==> config.mk <==
export PLATFORM = sky130hd
export DESIGN_NAME = oam_dma
export DESIGN_NICKNAME = d
export VERILOG_FILES = /design/src/rtl/sm83_pkg.sv /design/src/rtl/oam_dma.sv
export SDC_FILE = /design/constraint.sdc
export NUM_CORES = 1
export LEC_CHECK = 0
export ABC_AREA = 1
export BUFFER_PORTS_ARGS = -buffer_cell sky130_fd_sc_hd__buf_2
export CELL_PAD_IN_SITES_DETAIL_PLACEMENT = 1
export CELL_PAD_IN_SITES_GLOBAL_PLACEMENT = 1
export CORE_MARGIN = 5
export CORE_UTILIZATION = 35
export DETAILED_ROUTE_END_ITERATION = 8
export PLACE_DENSITY = 0.9
export SYNTH_ARGS = -nofsm -noshare
export SYNTH_HDL_FRONTEND = slang
export SYNTH_SLANG_ARGS = --single-unit
==> constraint.sdc <==
create_clock -name clk -period 2.79 [get_ports clk]
set_input_delay 0.4185 -clock clk [delete_from_list [all_inputs] [get_ports clk]]
set_output_delay 0.4185 -clock clk [all_outputs]
set_load 0.05 [all_outputs]
==> src/rtl/sm83_pkg.sv <==
// Shared SM83 types and memory-map constants; this slice carries the OAM DMA additions.
package sm83_pkg;
  typedef logic [15:0] addr_t;
  typedef logic [7:0]  data_t;

  localparam addr_t DMA_REG_ADDR = 16'hFF46;
  localparam addr_t OAM_BASE     = 16'hFE00;
  localparam int    OAM_LEN      = 160;

  typedef enum logic [1:0] {DMA_IDLE, DMA_STARTUP, DMA_XFER} dma_state_t;
endpackage

==> src/rtl/oam_dma.sv <==
// OAM DMA engine: snoops the source-page register write, then copies OAM_LEN bytes
// into OAM, one byte per T_PER_BYTE-clock slot, driving the memory ports directly.
module oam_dma #(
  parameter int              T_PER_BYTE   = 4,
  parameter sm83_pkg::addr_t OAM_BASE     = sm83_pkg::OAM_BASE,
  parameter int              OAM_LEN      = sm83_pkg::OAM_LEN,
  parameter sm83_pkg::addr_t DMA_REG_ADDR = sm83_pkg::DMA_REG_ADDR
) (
  input  logic            clk,
  input  logic            rst,
  input  logic            cpu_wen,
  input  sm83_pkg::addr_t cpu_addr,
  input  sm83_pkg::data_t cpu_w_data,
  output sm83_pkg::data_t dma_reg,
  output sm83_pkg::addr_t mem_r_addr,
  input  sm83_pkg::data_t mem_r_data,
  output sm83_pkg::addr_t mem_w_addr,
  output sm83_pkg::data_t mem_w_data,
  output logic            mem_wen,
  output logic            dma_active
);
  import sm83_pkg::*;

  localparam int PW = $clog2(T_PER_BYTE);
  localparam logic [PW-1:0] PH_LAST  = PW'(T_PER_BYTE - 1);
  localparam logic [7:0]    IDX_LAST = 8'(OAM_LEN - 1);

  dma_state_t    state, state_nxt;
  logic [PW-1:0] phase, phase_nxt;
  logic [7:0]    idx, idx_nxt;
  data_t         src_page, rd_buf;
  logic          trig;

  assign trig = cpu_wen && (cpu_addr == DMA_REG_ADDR);

  always_ff @(posedge clk or posedge rst) begin
    if (rst) begin
      state    <= DMA_IDLE;
      phase    <= '0;
      idx      <= '0;
      rd_buf   <= '0;
      src_page <= '0;
      dma_reg  <= 8'hFF;
    end else begin
      state <= state_nxt;
      phase <= phase_nxt;
      idx   <= idx_nxt;
      if (state == DMA_XFER && phase == '0)
        rd_buf <= mem_r_data;
      if (trig) begin
        dma_reg <= cpu_w_data;
        // Echo-RAM pages E0-FF alias C0-DF; the readback keeps the raw value.
        src_page <= (cpu_w_data >= 8'hE0) ? cpu_w_data - 8'h20 : cpu_w_data;
      end
    end
  end

  // Outputs come only from registered state; trig only steers the next state.
  always_comb begin
    state_nxt  = state;
    phase_nxt  = phase;
    idx_nxt    = idx;
    dma_active = 1'b0;
    mem_wen    = 1'b0;
    mem_r_addr = '0;
    mem_w_addr = '0;
    mem_w_data = '0;
    case (state)
      DMA_STARTUP: begin
        dma_active = 1'b1;
        if (phase == PH_LAST) begin
          phase_nxt = '0;
          state_nxt = DMA_XFER;
        end else begin
          phase_nxt = phase + 1'b1;
        end
      end
      DMA_XFER: begin
        dma_active = 1'b1;
        if (phase == '0)
          mem_r_addr = {src_page, idx};
        if (phase == PH_LAST) begin
          mem_wen    = 1'b1;
          mem_w_addr = OAM_BASE + {8'h00, idx};
          mem_w_data = rd_buf;
          phase_nxt  = '0;
          if (idx == IDX_LAST) begin
            state_nxt = DMA_IDLE;
            idx_nxt   = '0;
          end else begin
            idx_nxt = idx + 8'd1;
          end
        end else begin
          phase_nxt = phase + 1'b1;
        end
      end
      default: ;
    endcase
    if (trig) begin
      state_nxt = DMA_STARTUP;
      phase_nxt = '0;
      idx_nxt   = '0;
    end
  end
endmodule

==> results of run 1 <==
-- area by class of cell --
| type | count | area [um2] | share of cell area (%) |
|---|---|---|---|
| repair buffers | 87 | 445 | 17.4 |
| multi-input cells | 183 | 852 | 33.3 |
| clock buffers | 7 | 86.3 | 3.38 |
| inverters | 44 | 165 | 6.46 |
| well taps | 72 | 90.1 | 3.52 |
| clock inverters | 1 | 7.51 | 0.294 |
| flip-flops and latches | 36 | 911 | 35.6 |
-- cell usage after synthesis --
master and number:
o21ai_2 1, buf_2 3, nand3_1 16, a31o_2 1, nor3_1 4, ha_1 6, o21ai_1 6, buf_6 1
a211oi_1 1, nand3b_4 1, o21ai_0 6, dfrtp_1 28, a21oi_1 12, buf_4 9, dfstp_2 8, nor2_1 59
conb_1 1, nand4_1 6, inv_1 44, clkbuf_1 1, a31oi_1 1, nand2_1 58, nor2_2 4, buf_1 2
-- worst max-delay path, delay by kind of cell (launching register included) --
| family | cells | cell delay (ps) |
|---|---|---|
| simple gates | 2 | 440 |
| buf+inv | 3 | 650 |
| fa+ha+maj | 1 | 180 |
| flops | 1 | 400 |
-- logic make-up (layout without fill, tap and decap cells) --
family | after synthesis | after routing | share of synthesized area [%]
AO/OA/AOI/OAI | 28 | 28 | 7.45
adder cells (fa/ha/maj) | 6 | 6 | 3.69
buffers and inverters | 60 | 139 | 13.3
flip-flops | 36 | 36 | 44.8
other | 1 | 1 | 0.184
AND/OR/NAND/NOR | 148 | 148 | 30.6
-- power by group --
group / internal [mW] / switching [mW] / total [mW] / leakage, nW
clock network: 0.201 / 0.193 / 0.394 / 0.0445
registers: 0.649 / 0.0811 / 0.730 / 0.392
logic: 0.380 / 1.34 / 1.72 / 1.09
total: 1.23 / 1.62 / 2.85 / 1.53
-- final timing paths --
kind,endpoint,depth (start not counted),start,slack (ps)
hold / removal,rd_buf[7],3,rst,210
setup / recovery,mem_w_addr[0],6,state[0],390
setup reg to reg,idx[2],8,state[0],990
min in group clk,dma_reg[0],3,cpu_w_data[0],350
hold reg to reg,dma_reg[1],2,dma_reg[1],470
max in group asynchronous,dma_reg[2],3,rst,2220
-- stage by stage --
stage / worst slack [ps] / util (%) / std cells / area (um2) / hold WS (ps)
after floorplan: 700 / - / 279 / 2030 / 453
after global placement: 815 / 44.2 / 422 / 2460 / 450
after detailed placement: 692 / 44.2 / 422 / 2460 / 455
after CTS: 356 / 45.9 / 430 / 2560 / 223
after global routing: 256 / 45.9 / 430 / 2560 / 259
final: 392 / 45.9 / 430 / 2560 / 214
-- per-layer routing --
layer	global-route usage, %	routed length [um]
met5	0	0
met4	5.81	99
met3	4.28	383
met2	32.1	3100
met1	19.0	2420
==> flow_summary.yaml, run 1 <==
run_status:
  outcome: "completed"
hold_path:
  hp-class: "in -> async"
cts:
  clk_latency_ps: 290
  cts_sinks: 36
  cts_buffers: 5
  cts_setup_buffers: 0
  cts_max_level: 2
  clk_pin_slew_ps: 80
  cts_root_buf: "clkbuf_8"
  cts_buffer_depth: 2
  tritoncts: "yes"
  hold_buffers: 0
  ctsResizeCount: 0
detailed_routing:
  viasPerCell: 4.80
  routed_wl_mm: 6.00
  vias: 2063
  wire_per_inst_um: 14.0
  drc: 0
  drt_first_pass_iters: 4
  ant_nets: 0
  drt_iter0_drc: 39
worst_setup_path:
  critical_path_class: "reg -> out"
  cp_max_fo: 13
  endpoint_kind: "output port"
  cpPeakStageDelay_ps: 400
  critPathSlowestCell: "dfrtp_1"
  critPathLaunchType: "flop"
  cp.arrival_ps: 1980
  cp_cell_sequence: "inv_1, ha_1, nand2_1, buf_4, nor2_1, buf_2"
  critical_path_required_ps: 2370
floorplan:
  initial_core_util_pct: 36.5
  io_pins: 85
  row_count: 27
  dieArea_um2: 7430
  die_x_um: 86.2
  die_h_um: 86.2
  core-area_um2: 5570
placement:
  dpl.hpwl_mm: 4.77
  place_congestion: 0.771
  io_buffers: 83
global_route:
  antenna_found_initial: 0
  grt_max_degree: 37
  gr-usage-all-layers_pct: 17.2
  grt_overflow_total: 0
  grt_pass1_wl_mm: 10.2
  grt_pass1_vias: 2259
timing:
  hold_viol: 0
  finalCritPeriodShare_pct: 86.0
  worst_pin_slew_ps: 668
  finalMaxSlewViolations: 0
  final-setup-viol-count: 0
  fin_setup_tns_ps: 0
  max_freq_ghz: 0.417
  fin_crit_ps: 2400
  finClkSkew_ps: 7.00
  slew-limit-headroom_pct: 55.4
  rsz0062_at_grt: "no"
final_layout:
  fin_nets: 398
  n_fill_cell: 742
  final_cell_mix: "buf_2 (83), nor2_1 (59), nand2_1 (58), inv_1 (44), dfrtp_1 (28)"
  final_common_cell: "buf_2"
  diodes: 0
  syn2layout_area_growth_pct: 25.8
  layout-drive-gt1-share_pct: 30.4
pwr:
  power.leakage_nw: 1.53
  finalPower_mw: 2.85
  ir_worst_vdd_mv: 0.628
  p_per_area_nw_per_um2: 1110
synthesis:
  netlist_instances: 279
  synth_top_area_share_pct: 34.5
  synth_top_cell_by_area: "dfrtp_1"
  ys_top_cells_by_area: "dfrtp_1 (34%), nor2_1 (11%), nand2_1 (11%)"
  syn_area_um2: 2030
  ys_ff_latch: 36
  ys_seq_area_share_pct: 44.8
  post_synth_num_cell_types: 24
  synth_fp_nets: 320
  ys.warnings.count: 0
  syn_area_per_cell_um2: 7.29
flow_run:
  max-cap-violations: 0
Power figures use the tool's default switching activity.
==> run 2: changes to the inputs <==
- SETUP_SLACK_MARGIN: unset -> 0.4
==> run 2 against run 1 <==
Non-clock buffer count unchanged. Clock skew about the same. Sequential power about the same. Core utilization increased by 0.090 points. Critical path depth unchanged. First-iteration DRC count unchanged. Clock-buffer cell count unchanged. Setup slack improved by 140 ps. Maximum frequency increased by 6.2%. Sequential share of layout area decreased by 0.070 points. Sequential cell count unchanged. Clock power about the same.
==> flow_summary.yaml, run 2 (synthesis results as in run 1) <==
run_status:
  outcome: "completed"
detailed_routing:
  drt_first_pass_iters: 4
  viasPerCell: 4.80
  drt_iter0_drc: 39
  ant_nets: 0
  wire_per_inst_um: 13.9
  vias: 2062
  routed_wl_mm: 6.00
  drc: 0
hold_path:
  hp-class: "in -> async"
floorplan:
  row_count: 27
  die_x_um: 86.2
  io_pins: 85
  die_h_um: 86.2
  core-area_um2: 5570
  initial_core_util_pct: 36.5
  dieArea_um2: 7430
worst_setup_path:
  cp_cell_sequence: "inv_1, ha_1, nand2_2, buf_4, nor2_1, buf_2"
  critical_path_class: "reg -> out"
  cp.arrival_ps: 1840
  cp_num_buf_inv: 3
  endpoint_kind: "output port"
  critPathTopFamily: "buffers and inverters"
  critical_path_required_ps: 2370
  critPathLaunchType: "flop"
  critPathSlowestCell: "dfrtp_1"
  cpPeakStageDelay_ps: 400
  cp_max_fo: 13
cts:
  cts_max_level: 2
  cts_root_buf: "clkbuf_8"
  clk_latency_ps: 290
  cts_buffer_depth: 2
  cts_buffers: 5
  cts_sinks: 36
  hold_buffers: 0
  tritoncts: "yes"
  clk_pin_slew_ps: 80
final_layout:
  final_common_cell: "buf_2"
  layout-drive-gt1-share_pct: 31.0
  final_cell_mix: "buf_2 (83), nor2_1 (59), nand2_1 (56), inv_1 (44), dfrtp_1 (28)"
  instances_no_fill: 430
  fin_nets: 398
  diodes: 0
  syn2layout_area_growth_pct: 26.0
timing:
  worst_pin_slew_ps: 517
  finalCritPeriodShare_pct: 80.9
  max_freq_ghz: 0.443
  fin_setup_tns_ps: 0
  slew-limit-headroom_pct: 65.4
  finalMaxSlewViolations: 0
  hold_viol: 0
  fin_crit_ps: 2260
  rsz0062_at_grt: "no"
  finClkSkew_ps: 6.61
  final-setup-viol-count: 0
placement:
  place_congestion: 0.771
  dpl.hpwl_mm: 4.77
  placed_cells: 422
  io_buffers: 83
global_route:
  grt_overflow_total: 0
  grt_max_degree: 37
  grt_pass1_wl_mm: 10.2
  antenna_found_initial: 0
  grt_pass1_vias: 2259
  gr-usage-all-layers_pct: 17.2
flow_run:
  max-cap-violations: 0
pwr:
  p_per_area_nw_per_um2: 1110
  power.leakage_nw: 1.53
  ir_worst_vdd_mv: 0.635
## run 2: worst min-delay path: stages
cell   delay [ps]
buf_2          90
inv_1          40
buf_4         390
## run 2: routing by layer
layer	vias up	share of wire [%]	GRT usage (%)
met4	0	1.7	5.81
met1	995	40	19.0
met5	-	0	0
li1	1003	-	-
met3	9	6.4	4.28
met2	55	52	32.1
## run 2: worst paths after layout
check	startpoint	endpoint	slack, ps	cells past startpoint
min in group clk	cpu_w_data[0]	dma_reg[0]	350	3
worst max register to register	state[0]	idx[2]	1130	8
max in group asynchronous	rst	dma_reg[2]	2220	3
worst max-delay path	state[0]	mem_w_addr[0]	530	6
worst min register to register	dma_reg[1]	dma_reg[1]	470	2
worst min-delay path	rst	rd_buf[7]	210	3
## run 2: power by group
part	leakage, nW	total [mW]	switching, mW	internal [mW]
registers	0.392	0.730	0.0809	0.649
clock network	0.0445	0.394	0.193	0.201
logic	1.09	1.73	1.35	0.384
## run 2: what timing repair did
action / CTS / global route
resized for setup: 1 / 1
setup buffers: 0 / 0
cloned: 0 / 0
endpoints found under the hold margin: 0 / 0
endpoints found under the setup margin: 5 / 16
## run 2: layout make-up
| class | count | area, um2 |
|---|---|---|
| Clock buffer | 7 | 86.3 |
| Sequential cell | 36 | 911 |
| Timing Repair Buffer | 87 | 445 |
| Multi-Input combinational cell | 183 | 857 |
| Inverter | 44 | 165 |
| Fill cell | 740 | 3010 |
| Clock inverter | 1 | 7.51 |
| Tap cell | 72 | 90.1 |
## run 2: stage by stage
step	utilization, %	hold slack, ps	cell area, um2	power [mW]	setup WS, ps
floorplan	-	453	2030	2.11	700
CTS	45.9	223	2560	2.89	395
finish	46.0	215	2560	2.85	533
global placement	44.2	450	2460	2.42	815
global route	46.0	259	2560	3.06	411
detailed placement	44.2	455	2460	2.48	692
